--- config.mk ---
export PLATFORM = sky130hd
export DESIGN_NAME = gpio_ctrl
export DESIGN_NICKNAME = d
export VERILOG_FILES = /design/src/rtl/gpio_ctrl_pkg.sv /design/src/rtl/gpio_evt_fifo.sv /design/src/rtl/gpio_ctrl.sv
export SDC_FILE = /design/constraint.sdc
export NUM_CORES = 1
export LEC_CHECK = 0
export BUFFER_PORTS_ARGS = -buffer_cell sky130_fd_sc_hd__buf_2
export CAP_MARGIN = 20
export CELL_PAD_IN_SITES_DETAIL_PLACEMENT = 1
export CELL_PAD_IN_SITES_GLOBAL_PLACEMENT = 1
export CORE_MARGIN = 4
export CORE_UTILIZATION = 47
export DETAILED_ROUTE_END_ITERATION = 8
export GPL_TIMING_DRIVEN = 0
export HOLD_SLACK_MARGIN = 0.06
export PLACE_DENSITY_LB_ADDON = 0.1
export SKIP_LAST_GASP = 1
export SLEW_MARGIN = 20
export SYNTH_ARGS = -nofsm -noshare
export SYNTH_HDL_FRONTEND = slang
export SYNTH_HIERARCHICAL = 1
export SYNTH_SLANG_ARGS = --single-unit
--- constraint.sdc ---
create_clock -name clk -period 6.14 [get_ports clk]
set_input_delay 0.307 -clock clk [delete_from_list [all_inputs] [get_ports clk]]
set_output_delay 0.307 -clock clk [all_outputs]
set_load 0.02 [all_outputs]
--- src/rtl/gpio_ctrl_pkg.sv ---
// gpio_ctrl_pkg
// Shared definitions for the GPIO controller:
//   GPIO_W_DEF / EVT_DEPTH_DEF : default port width and event FIFO depth
//   cap_state_t                : input-capture sequencer states
//   gpio_evt_t                 : one queued event, {gpio snapshot, ext strobe flag}
// The FIFO word inside gpio_ctrl uses the same {gpio, ext} packing as gpio_evt_t,
// so a default-width FIFO word can be cast directly to gpio_evt_t.
package gpio_ctrl_pkg;

  localparam int GPIO_W_DEF    = 32;
  localparam int EVT_DEPTH_DEF = 4;

  typedef enum logic [1:0] {
    INIT  = 2'd0,
    PRIME = 2'd1,
    RUN   = 2'd2
  } cap_state_t;

  typedef struct packed {
    logic [GPIO_W_DEF-1:0] gpio;
    logic                  ext;
  } gpio_evt_t;

endpackage

--- src/rtl/gpio_evt_fifo.sv ---
// gpio_evt_fifo
// Show-ahead event FIFO: head_data always presents the oldest entry.
// Ports:
//   clk, rst            : clock, synchronous active-high reset (empties the FIFO)
//   push, push_data     : write request; taken when not full, or when full with a pop
//   pop                 : remove the head entry (ignored when empty)
//   head_data           : oldest entry (contents undefined while empty)
//   full, empty         : occupancy flags
// A push into an empty FIFO becomes visible on the following cycle; there is
// no bypass from push_data to head_data.
module gpio_evt_fifo
  import gpio_ctrl_pkg::*;
#(
  parameter int DATA_W = GPIO_W_DEF + 1,
  parameter int DEPTH  = EVT_DEPTH_DEF
) (
  input  logic              clk,
  input  logic              rst,
  input  logic              push,
  input  logic [DATA_W-1:0] push_data,
  input  logic              pop,
  output logic [DATA_W-1:0] head_data,
  output logic              full,
  output logic              empty
);

  localparam int AW = $clog2(DEPTH);
  localparam logic [AW:0] FULL_CNT = (AW+1)'(DEPTH);

  logic [DATA_W-1:0] mem [DEPTH];
  logic [AW-1:0]     wr_ptr;
  logic [AW-1:0]     rd_ptr;
  logic [AW:0]       count;
  logic              do_push;
  logic              do_pop;

  // A full FIFO still accepts a push when the head leaves in the same cycle.
  assign do_push   = push && (!full || pop);
  assign do_pop    = pop && !empty;
  assign full      = (count == FULL_CNT);
  assign empty     = (count == '0);
  assign head_data = mem[rd_ptr];

  // Storage has no reset; emptiness is tracked purely by count.
  always_ff @(posedge clk) begin
    if (do_push) begin
      mem[wr_ptr] <= push_data;
    end
  end

  // Pointers wrap naturally because DEPTH is a power of two.
  always_ff @(posedge clk) begin
    if (rst) begin
      wr_ptr <= '0;
      rd_ptr <= '0;
      count  <= '0;
    end else begin
      if (do_push) begin
        wr_ptr <= wr_ptr + AW'(1);
      end
      if (do_pop) begin
        rd_ptr <= rd_ptr + AW'(1);
      end
      if (do_push && !do_pop) begin
        count <= count + (AW+1)'(1);
      end else if (do_pop && !do_push) begin
        count <= count - (AW+1)'(1);
      end
    end
  end

endmodule

--- src/rtl/gpio_ctrl.sv ---
// gpio_ctrl
// GPIO controller with two independent halves:
//   * a two-requester write arbiter driving the registered gpio_out with
//     per-bit masked writes (alternating priority when both request), and
//   * an input-capture path that synchronizes gpio_in and ext_clk, detects
//     pin changes and ext_clk rising edges, and queues {gpio, ext} events.
// Ports:
//   clk, rst              : clock, synchronous active-high reset
//   req_valid/req_ready   : per-requester write handshake (ready is combinational)
//   req_data/req_mask     : requester i at [i*GPIO_W +: GPIO_W]
//   gpio_out              : registered drive value
//   gpio_in, ext_clk      : asynchronous inputs
//   evt_valid/evt_ready   : event queue head handshake
//   evt_gpio, evt_ext     : head event payload, forced to 0 while empty
//   evt_drop_cnt          : saturating count of events lost to a full queue
module gpio_ctrl
  import gpio_ctrl_pkg::*;
#(
  parameter int GPIO_W    = GPIO_W_DEF,
  parameter int EVT_DEPTH = EVT_DEPTH_DEF
) (
  input  logic              clk,
  input  logic              rst,
  input  logic [1:0]        req_valid,
  output logic [1:0]        req_ready,
  input  logic [2*GPIO_W-1:0] req_data,
  input  logic [2*GPIO_W-1:0] req_mask,
  output logic [GPIO_W-1:0] gpio_out,
  input  logic [GPIO_W-1:0] gpio_in,
  input  logic              ext_clk,
  output logic              evt_valid,
  input  logic              evt_ready,
  output logic [GPIO_W-1:0] evt_gpio,
  output logic              evt_ext,
  output logic [7:0]        evt_drop_cnt
);

  localparam int EVT_W = GPIO_W + 1;

  // ---------------- write arbiter ----------------
  logic              prio;
  logic              grant_valid;
  logic              grant_idx;
  logic [GPIO_W-1:0] sel_data;
  logic [GPIO_W-1:0] sel_mask;

  // Single requester wins outright; a tie goes to the prio index.
  always_comb begin
    grant_valid = 1'b0;
    grant_idx   = 1'b0;
    case (req_valid)
      2'b01: begin grant_valid = 1'b1; grant_idx = 1'b0; end
      2'b10: begin grant_valid = 1'b1; grant_idx = 1'b1; end
      2'b11: begin grant_valid = 1'b1; grant_idx = prio; end
      default: begin grant_valid = 1'b0; grant_idx = 1'b0; end
    endcase
  end

  assign req_ready[0] = !rst && grant_valid && !grant_idx;
  assign req_ready[1] = !rst && grant_valid &&  grant_idx;
  assign sel_data     = grant_idx ? req_data[GPIO_W +: GPIO_W] : req_data[0 +: GPIO_W];
  assign sel_mask     = grant_idx ? req_mask[GPIO_W +: GPIO_W] : req_mask[0 +: GPIO_W];

  // After any grant, priority moves to the requester that was not served.
  always_ff @(posedge clk) begin
    if (rst) begin
      gpio_out <= '0;
      prio     <= 1'b0;
    end else if (grant_valid) begin
      gpio_out <= (gpio_out & ~sel_mask) | (sel_data & sel_mask);
      prio     <= ~grant_idx;
    end
  end

  // ---------------- input capture ----------------
  logic [GPIO_W-1:0] gpio_s1;
  logic [GPIO_W-1:0] gpio_s2;
  logic [GPIO_W-1:0] last_sample;
  logic              ext_s1;
  logic              ext_s2;
  logic              ext_s3;
  logic              ext_rise;
  cap_state_t        cap_state;
  logic              init_cnt;
  logic              push_req;
  logic              evt_pop;
  logic              fifo_full;
  logic              fifo_empty;
  logic [EVT_W-1:0]  fifo_head;

  // Two-flop synchronizers; ext_s3 is the extra stage for edge detection.
  always_ff @(posedge clk) begin
    if (rst) begin
      gpio_s1 <= '0;
      gpio_s2 <= '0;
      ext_s1  <= 1'b0;
      ext_s2  <= 1'b0;
      ext_s3  <= 1'b0;
    end else begin
      gpio_s1 <= gpio_in;
      gpio_s2 <= gpio_s1;
      ext_s1  <= ext_clk;
      ext_s2  <= ext_s1;
      ext_s3  <= ext_s2;
    end
  end

  assign ext_rise = ext_s2 && !ext_s3;

  // INIT waits two cycles for the synchronizers to fill with real pin data,
  // PRIME seeds last_sample so the first RUN cycle does not see a bogus change.
  always_ff @(posedge clk) begin
    if (rst) begin
      cap_state   <= INIT;
      init_cnt    <= 1'b0;
      last_sample <= '0;
    end else begin
      case (cap_state)
        INIT: begin
          init_cnt <= 1'b1;
          if (init_cnt) begin
            cap_state <= PRIME;
          end
        end
        PRIME: begin
          last_sample <= gpio_s2;
          cap_state   <= RUN;
        end
        RUN: begin
          last_sample <= gpio_s2;
        end
        default: begin
          cap_state <= INIT;
        end
      endcase
    end
  end

  // A pin change and an ext_clk edge in the same cycle merge into one event.
  assign push_req = (cap_state == RUN) && ((gpio_s2 != last_sample) || ext_rise);
  assign evt_pop  = evt_valid && evt_ready;

  gpio_evt_fifo #(
    .DATA_W (EVT_W),
    .DEPTH  (EVT_DEPTH)
  ) u_evt_fifo (
    .clk       (clk),
    .rst       (rst),
    .push      (push_req),
    .push_data ({gpio_s2, ext_rise}),
    .pop       (evt_pop),
    .head_data (fifo_head),
    .full      (fifo_full),
    .empty     (fifo_empty)
  );

  assign evt_valid = !fifo_empty;
  assign evt_gpio  = fifo_empty ? '0 : fifo_head[EVT_W-1:1];
  assign evt_ext   = !fifo_empty && fifo_head[0];

  // An event is lost only when the queue is full and the head is not leaving.
  always_ff @(posedge clk) begin
    if (rst) begin
      evt_drop_cnt <= 8'd0;
    end else if (push_req && fifo_full && !evt_pop && (evt_drop_cnt != 8'hFF)) begin
      evt_drop_cnt <= evt_drop_cnt + 8'd1;
    end
  end

endmodule

# Word-level counts from Yosys, hierarchy flattened
# Memory sizes are Yosys's and may differ from the RTL's. A register that Yosys moved wholly into a read port is not among the register bits.
# Index checks and enable logic that the tools add are counted.
# word_totals
register_bits	150
ram_bits	132
memories	1
# mem_list
name	words	word_bits	rd	rd_clocked_by_memory_dff	wr	line_no	text
u_evt_fifo.mem	4	33	1	1	1	gpio_evt_fifo.sv:30	logic [DATA_W-1:0] mem [DEPTH];
# op_classes
n_addsub	5
eq_ne	9
muxes	13
n_bitwise	6
reduce_logical	30
# ops
operator	count
$mux 32	3
$and 32x32->32	2
$ne 32x32->1	1
$not 32->32	1
$or 32x32->32	1
$logic_and 1x1->1	14
$add 8x1->8 const B	1
$logic_not 1->1	8
$ne 8x8->1 const B	1
$eq 2x2->1 const B	3
$mux 2	3
$mux 3	2
$pmux 2 s3	1
$add 2x1->2 const B	2
$eq 2x1->1 const B	2
$add 3x1->3 const B	1
$eq 3x3->1 const B	1
$logic_not 3->1	1
$mux 1	3
$reduce_or 3->1	1
$sub 3x1->3 const B	1
$logic_not 2->1	1
$logic_or 1x1->1	2
$ne 2x2->1 const B	1
other kinds (5)	6

# Longest topological paths before layout
# Gate-level depths: netlist of run 1.
# logic_depth
ltp_word	9
depth_mapped	13
depth_no_buf	13

# Cells and area by module
# Netlist of run 1, hierarchy kept.
# by_module_without_submodules
mod	n_inst	cells_each	area_per_inst_um2	seq_area_each_um2
gpio_ctrl	1	693	6073.3	2862.7
gpio_evt_fifo	1	221	5253.8	4144.0

# Least setup slack after synthesis of run 1
# No wires, ideal clock.
# synth_timing
kind	register to register
startpoint	register u_evt_fifo.count[0]
endpoint	register u_evt_fifo.count[2]
setup_time_ps	70
arrival_time_ps	2465
required_ps	6070
setup_slack_ps	3605
stages_incl_launch_ff	10
path_buffers	0
period_less_slack_ps	2535
path_cell_list	dfxtp_1 > nor3_1 > nor2b_1 > o31ai_1 > ha_1 > inv_1 > fa_1 > xor2_1 > or3_2 > a21oi_1
# synth_via
elab_chain_cells	8
# synth_lines
item	line_no	text
start, declared	gpio_evt_fifo.sv:33	logic [AW:0] count;
start signal, assigned	gpio_evt_fifo.sv:65	count <= count + (AW+1)'(1);
start signal, assigned	gpio_evt_fifo.sv:67	count <= count - (AW+1)'(1);
$logic_not 3->1 *	gpio_evt_fifo.sv:41	assign empty = (count == '0);
named net fifo_empty	gpio_ctrl.sv:88	logic fifo_empty;
$logic_not 1->1 *	gpio_ctrl.sv:157	assign evt_valid = !fifo_empty;
$logic_and 1x1->1 *	gpio_ctrl.sv:141	assign evt_pop = evt_valid && evt_ready;
named net evt_pop	gpio_ctrl.sv:86	logic evt_pop;
$logic_or 1x1->1	gpio_evt_fifo.sv:38	assign do_push = push && (!full || pop);
$logic_and 1x1->1	gpio_evt_fifo.sv:38	
$logic_not 1->1	gpio_evt_fifo.sv:66	end else if (do_pop && !do_push) begin
$logic_and 1x1->1	gpio_evt_fifo.sv:66	
$reduce_bool 2->1 (no line)	-	
# The timed path passes the listed nets; every way through them passes the cells marked *. The select of a mux whose other input is x is not followed.
# A chain may end at the register's enable or synchronous reset.

# Final worst setup path of run 1
# layout_timing
startpoint	register gpio_s2[31]
endpoint	register u_evt_fifo.count[2]
# layout_via
elab_chain_cells	7
# layout_lines
item	line_no	text
start, declared	gpio_ctrl.sv:77	logic [GPIO_W-1:0] gpio_s2;
start signal, assigned	gpio_ctrl.sv:101	gpio_s2 <= gpio_s1;
$ne 32x32->1 *	gpio_ctrl.sv:140	assign push_req = (cap_state == RUN) && ((gpio_s2 != last_sample) || ext_rise);
$logic_or 1x1->1 *	gpio_ctrl.sv:140	
$logic_and 1x1->1 *	gpio_ctrl.sv:140	
named net push_req	gpio_ctrl.sv:85	logic push_req;
$logic_and 1x1->1 *	gpio_evt_fifo.sv:38	
named net u_evt_fifo.do_push	gpio_evt_fifo.sv:34	logic do_push;
$logic_not 1->1	gpio_evt_fifo.sv:66	
$logic_and 1x1->1	gpio_evt_fifo.sv:66	
$reduce_bool 2->1 (no line)	-	
# The timed path passes the listed nets; every way through them passes the cells marked *.

==> impl_metrics.py, run 1 <==
metrics = {
    "status": {
        "outcome": "complete, no violations",
    },
    "worst_setup_path": {
        "crit_type": "register to register",
        "crit_path_max_incr_delay_ps": 450,
        "cp-start-kind": "register",
        "crit_fanout": 9,
        "crit_path_top_delay_cell": "dfxtp_1",
        "path_delay_family": "simple AND/OR/NAND/NOR gates",
        "arrival_ps": 3490,
        "path_cells": "xnor2_1 > nand4_1 > nor3_1 > nand3_2 > nand2_1 > inv_1 > a21boi_2 > ha_1 > inv_1 > fa_1 > xor2_1 > or3_2 > a21oi_1",
        "crit_path_end_kind": "register",
        "critPathRequiredTime_ps": 6590,
        "crit_buf_inv": 2,
        "crit_path_frequent_cell": "inv_1",
    },
    "timing": {
        "max_freq_mhz": 328,
        "setup_viol": 0,
        "tns_ps": 0,
        "hold_violations": 0,
        "fin_crit_ps": 3040,
        "hold_ws_ps": 93.7,
        "min_period_over_period": 0.496,
        "finClkSkew_ps": 17.6,
        "relSlewSlack": 0.281,
        "finalWorstSetupSlack_ps": 3100,
        "rsz0062_at_grt": "no",
        "tightest_slew_ps": 1080,
        "slew_violations": 0,
    },
    "place": {
        "place_area_um2": 12900,
        "dp_hpwl_mm": 21.5,
        "gp_congestion": 0.862,
        "post-place-ws_ps": 3120,
        "portBuffers": 240,
    },
    "synthesis": {
        "yosys.area.top_type": "edfxtp_1",
        "synthTopCellsByArea": "edfxtp_1 (35%), dfxtp_1 (27%), mux4_2 (6.6%)",
        "seq_area_frac_synth": 0.619,
        "synth.cell_area_um2": 11300,
        "ys_ff_latch": 284,
        "yosysWarnings": 6,
        "ys_types": 40,
        "avgSynthCellArea_um2": 12.4,
        "yosysTopAreaCellShare": 0.350,
        "netlist_instances": 914,
        "syn-num-nets": 1091,
    },
    "finish": {
        "final_cell_area_um2": 14200,
        "nets": 1396,
        "area_delta_synth_final_pct": 25.6,
        "drive_gt1_frac": 0.290,
        "diodes": 0,
    },
    "power_and_ir_drop": {
        "seqPwrFrac": 0.411,
        "powerDensity_nw_per_um2": 374,
        "ir_worst_vdd_mv": 0.214,
        "comb_power_share": 0.258,
        "p_leak_nw": 5.63,
        "p_sw_w": 0.00163,
        "clockPowerShare": 0.330,
        "swShare": 0.307,
        "intPower_w": 0.00369,
    },
    "floorplan": {
        "initial_core_util": 0.480,
        "coreArea_um2": 23600,
        "dieArea_um2": 26600,
        "die_w_um": 163,
        "row_count": 56,
        "boundaryPins": 242,
        "die_h_um": 163,
    },
    "cts": {
        "postCtsSetupBuffers": 0,
        "root_buffer": "clkbuf_16",
        "clock_latency_ps": 530,
        "cts_max_level": 1,
        "cts_buffers": 29,
        "clk_path_buf_depth": 3,
        "cts_tree": "done",
        "cts.reportedPaths.clkPinSlew_ps": 70,
        "cts_resized": 0,
        "cts.sinks": 284,
    },
    "drt": {
        "firstDrtPassIters": 4,
        "wl_per_cell_um": 19.8,
        "antenna_left": 0,
        "dr.first_iter.drc_count": 394,
        "routed_wl_mm": 30.9,
        "viasPerCell": 5.19,
        "vias": 8097,
        "route.detailed.drc": 0,
    },
    "min_path": {
        "min_path_type": "input port to register",
    },
    "grt": {
        "grt_usage": 0.233,
        "grt_antenna_before_repair": 1,
        "grt-ovfl-total": 0,
        "grt_pass1_vias": 9092,
        "grt_first_pass_wirelength_mm": 48.7,
        "grt_max_degree": 34,
    },
    "job": {
        "maxCapViolCount": 0,
    },
}
cells by family (layout without fill, tap and decap cells):
kind of cell | Yosys count | in the layout | share of synthesized area
flip-flops | 284 | 284 | 0.619
buffers and inverters | 65 | 392 | 0.0261
AO/OA/AOI/OAI | 77 | 77 | 0.0468
AND/OR/NAND/NOR | 364 | 364 | 0.161
XOR/XNOR | 36 | 36 | 0.0278
multiplexers | 77 | 77 | 0.107
adder cells (fa/ha/maj) | 11 | 11 | 0.0128
worst paths after layout:
| kind | from | end | slack [ps] | cells after the start |
|---|---|---|---|---|
| min reg2reg | gpio_s1[10]$_SDFF_PP0_ | gpio_s2[10]$_SDFF_PP0_ | 440 | 1 |
| max reg2reg | gpio_s2[31]$_SDFF_PP0_ | u_evt_fifo/count[2]$_SDFFE_PP0P_ | 3100 | 13 |
| min | req_mask[62] | register | 90 | 4 |
| max | gpio_s2[31]$_SDFF_PP0_ | u_evt_fifo/count[2]$_SDFFE_PP0P_ | 3100 | 13 |
cells in the final DEF, fill, tap and decap left out, types with 7 or more instances in the layout:
master and n:
nand2_1 100, mux2i_1 37, inv_1 14, mux4_2 33
buf_2 257, a22o_1 32, edfxtp_1 132, clkbuf_16 29
clkinv_2 7, dfxtp_1 152, dlygate4sd3_1 33, nand4_1 11
ha_1 10, xnor2_1 31, nor2_1 54, clkbuf_1 30
nor2b_1 108, a21oi_1 36, nand3_1 68
metal layers:
layer | global-route usage | vias up | share of wire
met5 | 0 | - | 0.00042
met1 | 0.279 | 4004 | 0.39
met2 | 0.435 | 224 | 0.53
met4 | 0.0457 | 2 | 0.016
met3 | 0.0479 | 36 | 0.062
li1 | - | 3831 | -
final cells by class:
class	count	area [um2]
buffer	51	243
clock buffer	38	800
clock inverter	15	159
fill	2560	9380
inverter	14	52.6
multi-input combinational	565	4030
sequential	284	7010
tap	319	399
timing repair buffer	274	1540
power groups by stage:
stage	Sequential (W)	Clock, W	Combinational [W]
4_1_cts	0.00219	0.00179	0.00139
3_5_place_dp	0.00223	0	0.00136
2_1_floorplan	0.00222	0	0.000882
5_1_grt	0.00220	0.00188	0.00149
6_report	0.00219	0.00176	0.00137
3_3_place_gp	0.00222	0	0.00132
cell usage after synthesis (all sizes together):
cell,number
dfxtp,152
edfxtp,132
nor2b,108
nand2,100
nand3,69
nor2,54
mux2i,37
a21oi,36
mux4,33
a22o,32
xnor2,31
buf,26
clkbuf,25
inv,14
nand4,11
ha,10
mux2,7
nor3,6
and2,5
nand2b,5
xor2,5
a21boi,3
and3,3
o21ai,2
a211oi,1
fa,1
nor3b,1
nor4,1
o211a,1
o311ai,1
o31ai,1
or3,1
through the flow:
stage,total power (W),instances,utilization
floorplan,0.00310,914,-
global placement,0.00354,1473,0.547
detailed placement,0.00359,1474,0.548
CTS,0.00537,1560,0.603
global route,0.00557,1560,0.603
finish,0.00532,1560,0.603
what timing repair did:
item / CTS / global route
setup endpoints to repair: 0 / 0
hold buffers: 33 / 0
endpoints found under the hold margin: 33 / 0
worst min-delay path, cell delays in order:
cell	delay (ps)
buf_2	80
nand2_1	60
nand3_1	80
a21oi_1	50
(Power assumes the default switching activity.)
==> inputs of run 2 (changes only) <==
--- a/config.mk
+++ b/config.mk
@@ -5,12 +5,13 @@
 export SDC_FILE = /design/constraint.sdc
 export NUM_CORES = 1
 export LEC_CHECK = 0
+export ABC_AREA = 1
 export BUFFER_PORTS_ARGS = -buffer_cell sky130_fd_sc_hd__buf_2
 export CAP_MARGIN = 20
 export CELL_PAD_IN_SITES_DETAIL_PLACEMENT = 1
 export CELL_PAD_IN_SITES_GLOBAL_PLACEMENT = 1
 export CORE_MARGIN = 4
-export CORE_UTILIZATION = 47
+export CORE_UTILIZATION = 37
 export DETAILED_ROUTE_END_ITERATION = 8
 export GPL_TIMING_DRIVEN = 0
 export HOLD_SLACK_MARGIN = 0.06
==> constraint.sdc (replaced) <==
create_clock -name clk -period 2.55 [get_ports clk]
set_input_delay 0.1275 -clock clk [delete_from_list [all_inputs] [get_ports clk]]
set_output_delay 0.1275 -clock clk [all_outputs]
set_load 0.02 [all_outputs]
==> impl_metrics.py, run 2 <==
metrics = {
    "floorplan": {
        "boundaryPins": 242,
        "row_count": 65,
        "initial_core_util": 0.374,
        "coreArea_um2": 31500,
        "die_w_um": 186,
        "die_h_um": 186,
        "dieArea_um2": 34800,
    },
    "timing": {
        "rsz0062_at_grt": "yes",
        "fin_crit_ps": 2470,
        "finClkSkew_ps": 11.9,
        "hold_violations": 0,
        "relSlewSlack": 0.565,
        "min_period_over_period": 0.967,
        "slew_violations": 0,
        "max_freq_mhz": 406,
        "tns_ps": 0,
        "setup_viol": 0,
        "tightest_slew_ps": 653,
        "finalWorstSetupSlack_ps": 84.8,
    },
    "power_and_ir_drop": {
        "p_leak_nw": 7.49,
        "p_sw_w": 0.00530,
        "intPower_w": 0.0101,
        "ir_worst_vdd_mv": 0.596,
        "swShare": 0.345,
        "comb_power_share": 0.316,
        "powerDensity_nw_per_um2": 936,
        "seqPwrFrac": 0.371,
        "clockPowerShare": 0.313,
    },
    "synthesis": {
        "netlist_instances": 1305,
        "synth.most_common_cell": "nor2_1",
        "synth_edf_count": 132,
        "avgSynthCellArea_um2": 9.03,
        "seq_area_frac_synth": 0.594,
        "synthFlopType": "dfxtp_1",
        "syn-num-nets": 1482,
        "synth.cell_area_um2": 11800,
        "ys_ff_latch": 284,
        "yosysTopAreaCellShare": 0.336,
        "yosysWarnings": 6,
        "ys_types": 29,
        "synth_common_cells": "nor2_1 (249), inv_1 (223), o21ai_0 (154)",
        "synthTopCellsByArea": "edfxtp_1 (34%), dfxtp_1 (26%), nor2_1 (7.9%)",
        "synthArstFlopShare": 0,
        "yosys.area.top_type": "edfxtp_1",
    },
    "place": {
        "dp.cells": 1951,
        "gp_congestion": 0.860,
        "dp_hpwl_mm": 26.9,
        "portBuffers": 240,
        "post-place-ws_ps": -765,
    },
    "finish": {
        "finalNonFillerCells": 2168,
        "area_delta_synth_final_pct": 39.4,
        "drive_gt1_frac": 0.226,
        "final_common_cell": "buf_2",
        "final_cell_mix": "buf_2 (250), nor2_1 (237), inv_1 (223), o21ai_0 (153), dlygate4sd3_1 (143)",
        "nets": 1914,
    },
    "cts": {
        "cts_max_level": 1,
        "root_buffer": "clkbuf_16",
        "cts_tree": "done",
        "clock_latency_ps": 550,
        "cts.reportedPaths.clkPinSlew_ps": 60,
        "cts.sinks": 284,
        "cts_buffers": 31,
        "clk_path_buf_depth": 3,
    },
    "worst_setup_path": {
        "arrival_ps": 2900,
        "crit_type": "register to register",
        "cp-start-kind": "register",
        "crit_path_end_kind": "register",
        "critPathRequiredTime_ps": 2980,
        "crit_fanout": 10,
    },
    "grt": {
        "grt_max_degree": 23,
        "grt_usage": 0.220,
        "grt_pass1_vias": 11574,
        "grt_antenna_before_repair": 5,
        "grt-ovfl-total": 0,
        "grt_first_pass_wirelength_mm": 61.5,
    },
    "drt": {
        "routed_wl_mm": 39.6,
        "route.detailed.drc": 0,
        "viasPerCell": 4.86,
        "wl_per_cell_um": 18.3,
        "dr.first_iter.drc_count": 428,
        "antenna_left": 0,
        "firstDrtPassIters": 4,
        "vias": 10532,
    },
    "job": {
        "maxCapViolCount": 0,
    },
    "status": {
        "outcome": "complete, no violations",
    },
    "min_path": {
        "min_path_type": "input port to register",
    },
}
run 2: cell count changes after synthesis, moves of 17 or more:
cell / previous run / this run
inv_1: 14 / 223
nor2_1: 54 / 249
o21ai_0: 1 / 154
nor2b_1: 108 / 0
mux4_2: 33 / 0
o22ai_1: 0 / 33
a22o_1: 32 / 0
a21oi_1: 36 / 63
xnor2_1: 31 / 4
nand3_1: 68 / 43
o21ai_1: 1 / 18
run 2: cells by family (layout without fill, tap and decap cells):
| group | count (synthesis) | count (layout) | synth area share |
|---|---|---|---|
| other | 0 | 4 | 0 |
| muxes | 32 | 32 | 0.0272 |
| adders and majority gates | 11 | 11 | 0.0123 |
| buffers and inverters | 287 | 744 | 0.102 |
| AOI/OAI and AO/OA | 269 | 269 | 0.119 |
| xor gates and xnor gates | 7 | 7 | 0.00520 |
| and+or+nand+nor | 415 | 415 | 0.140 |
| DFF | 284 | 284 | 0.594 |
run 2: worst paths after layout:
check                      endpoint  slack (ps)  cells after the start                   start
max                        register          80                      6       prio$_SDFFE_PP0N_
min                        register         120                      5            req_mask[60]
max reg2reg                register          80                      6       prio$_SDFFE_PP0N_
min reg2reg  gpio_s2[16]$_SDFF_PP0_         390                      2  gpio_s1[16]$_SDFF_PP0_
run 2: stage by stage:
step            util  hold slack (ps)  instance area (um2)  power [W]
2_1_floorplan      -              197                11800    0.00861
3_3_place_gp   0.429              329                13500     0.0101
3_5_place_dp   0.432              337                13600     0.0103
4_1_cts        0.517             85.4                16300     0.0154
5_1_grt        0.522              130                16400     0.0163
6_report       0.522              120                16400     0.0154
run 2: area by class of cell:
class | count | area, um2
Antenna cell | 4 | 10.0
Buffer | 60 | 367
Clock buffer | 42 | 901
Clock inverter | 16 | 220
Fill cell | 3652 | 15000
Inverter | 226 | 848
Multi-Input combinational cell | 734 | 3670
Sequential cell | 284 | 7080
Tap cell | 402 | 503
Timing Repair Buffer | 400 | 2830
run 2: critical path, cell delays in order (launching register included):
cell	delay, ps
dfxtp_1	330
o21ai_4	250
clkbuf_4	320
mux2i_1	210
dlygate4sd3_1	590
a21oi_1	70
dlygate4sd3_1	570
run 2: layer usage:
metal | track usage | routed length, um | vias to the layer above
met5 | 0 | 12 | -
li1 | - | - | 5091
met2 | 0.409 | 20300 | 278
met1 | 0.254 | 16000 | 5090
met4 | 0.0759 | 1410 | 2
met3 | 0.0404 | 1940 | 71
run 2: repair_timing:
action                                  in CTS  in global routing
setup buffers                                4                  9
gates resized for setup                     39                 33
pin swaps                                    2                  8
endpoints found under the setup margin     138                 26
endpoints found under the hold margin       74                  0
hold buffers                               143                  0
run 2: power by group through the flow:
stage	Sequential, W	Combinational (W)	Clock [W]
floorplan	0.00575	0.00286	0
global placement	0.00576	0.00431	0
detailed placement	0.00578	0.00448	0
CTS	0.00570	0.00482	0.00490
global route	0.00576	0.00544	0.00509
finish	0.00570	0.00486	0.00480
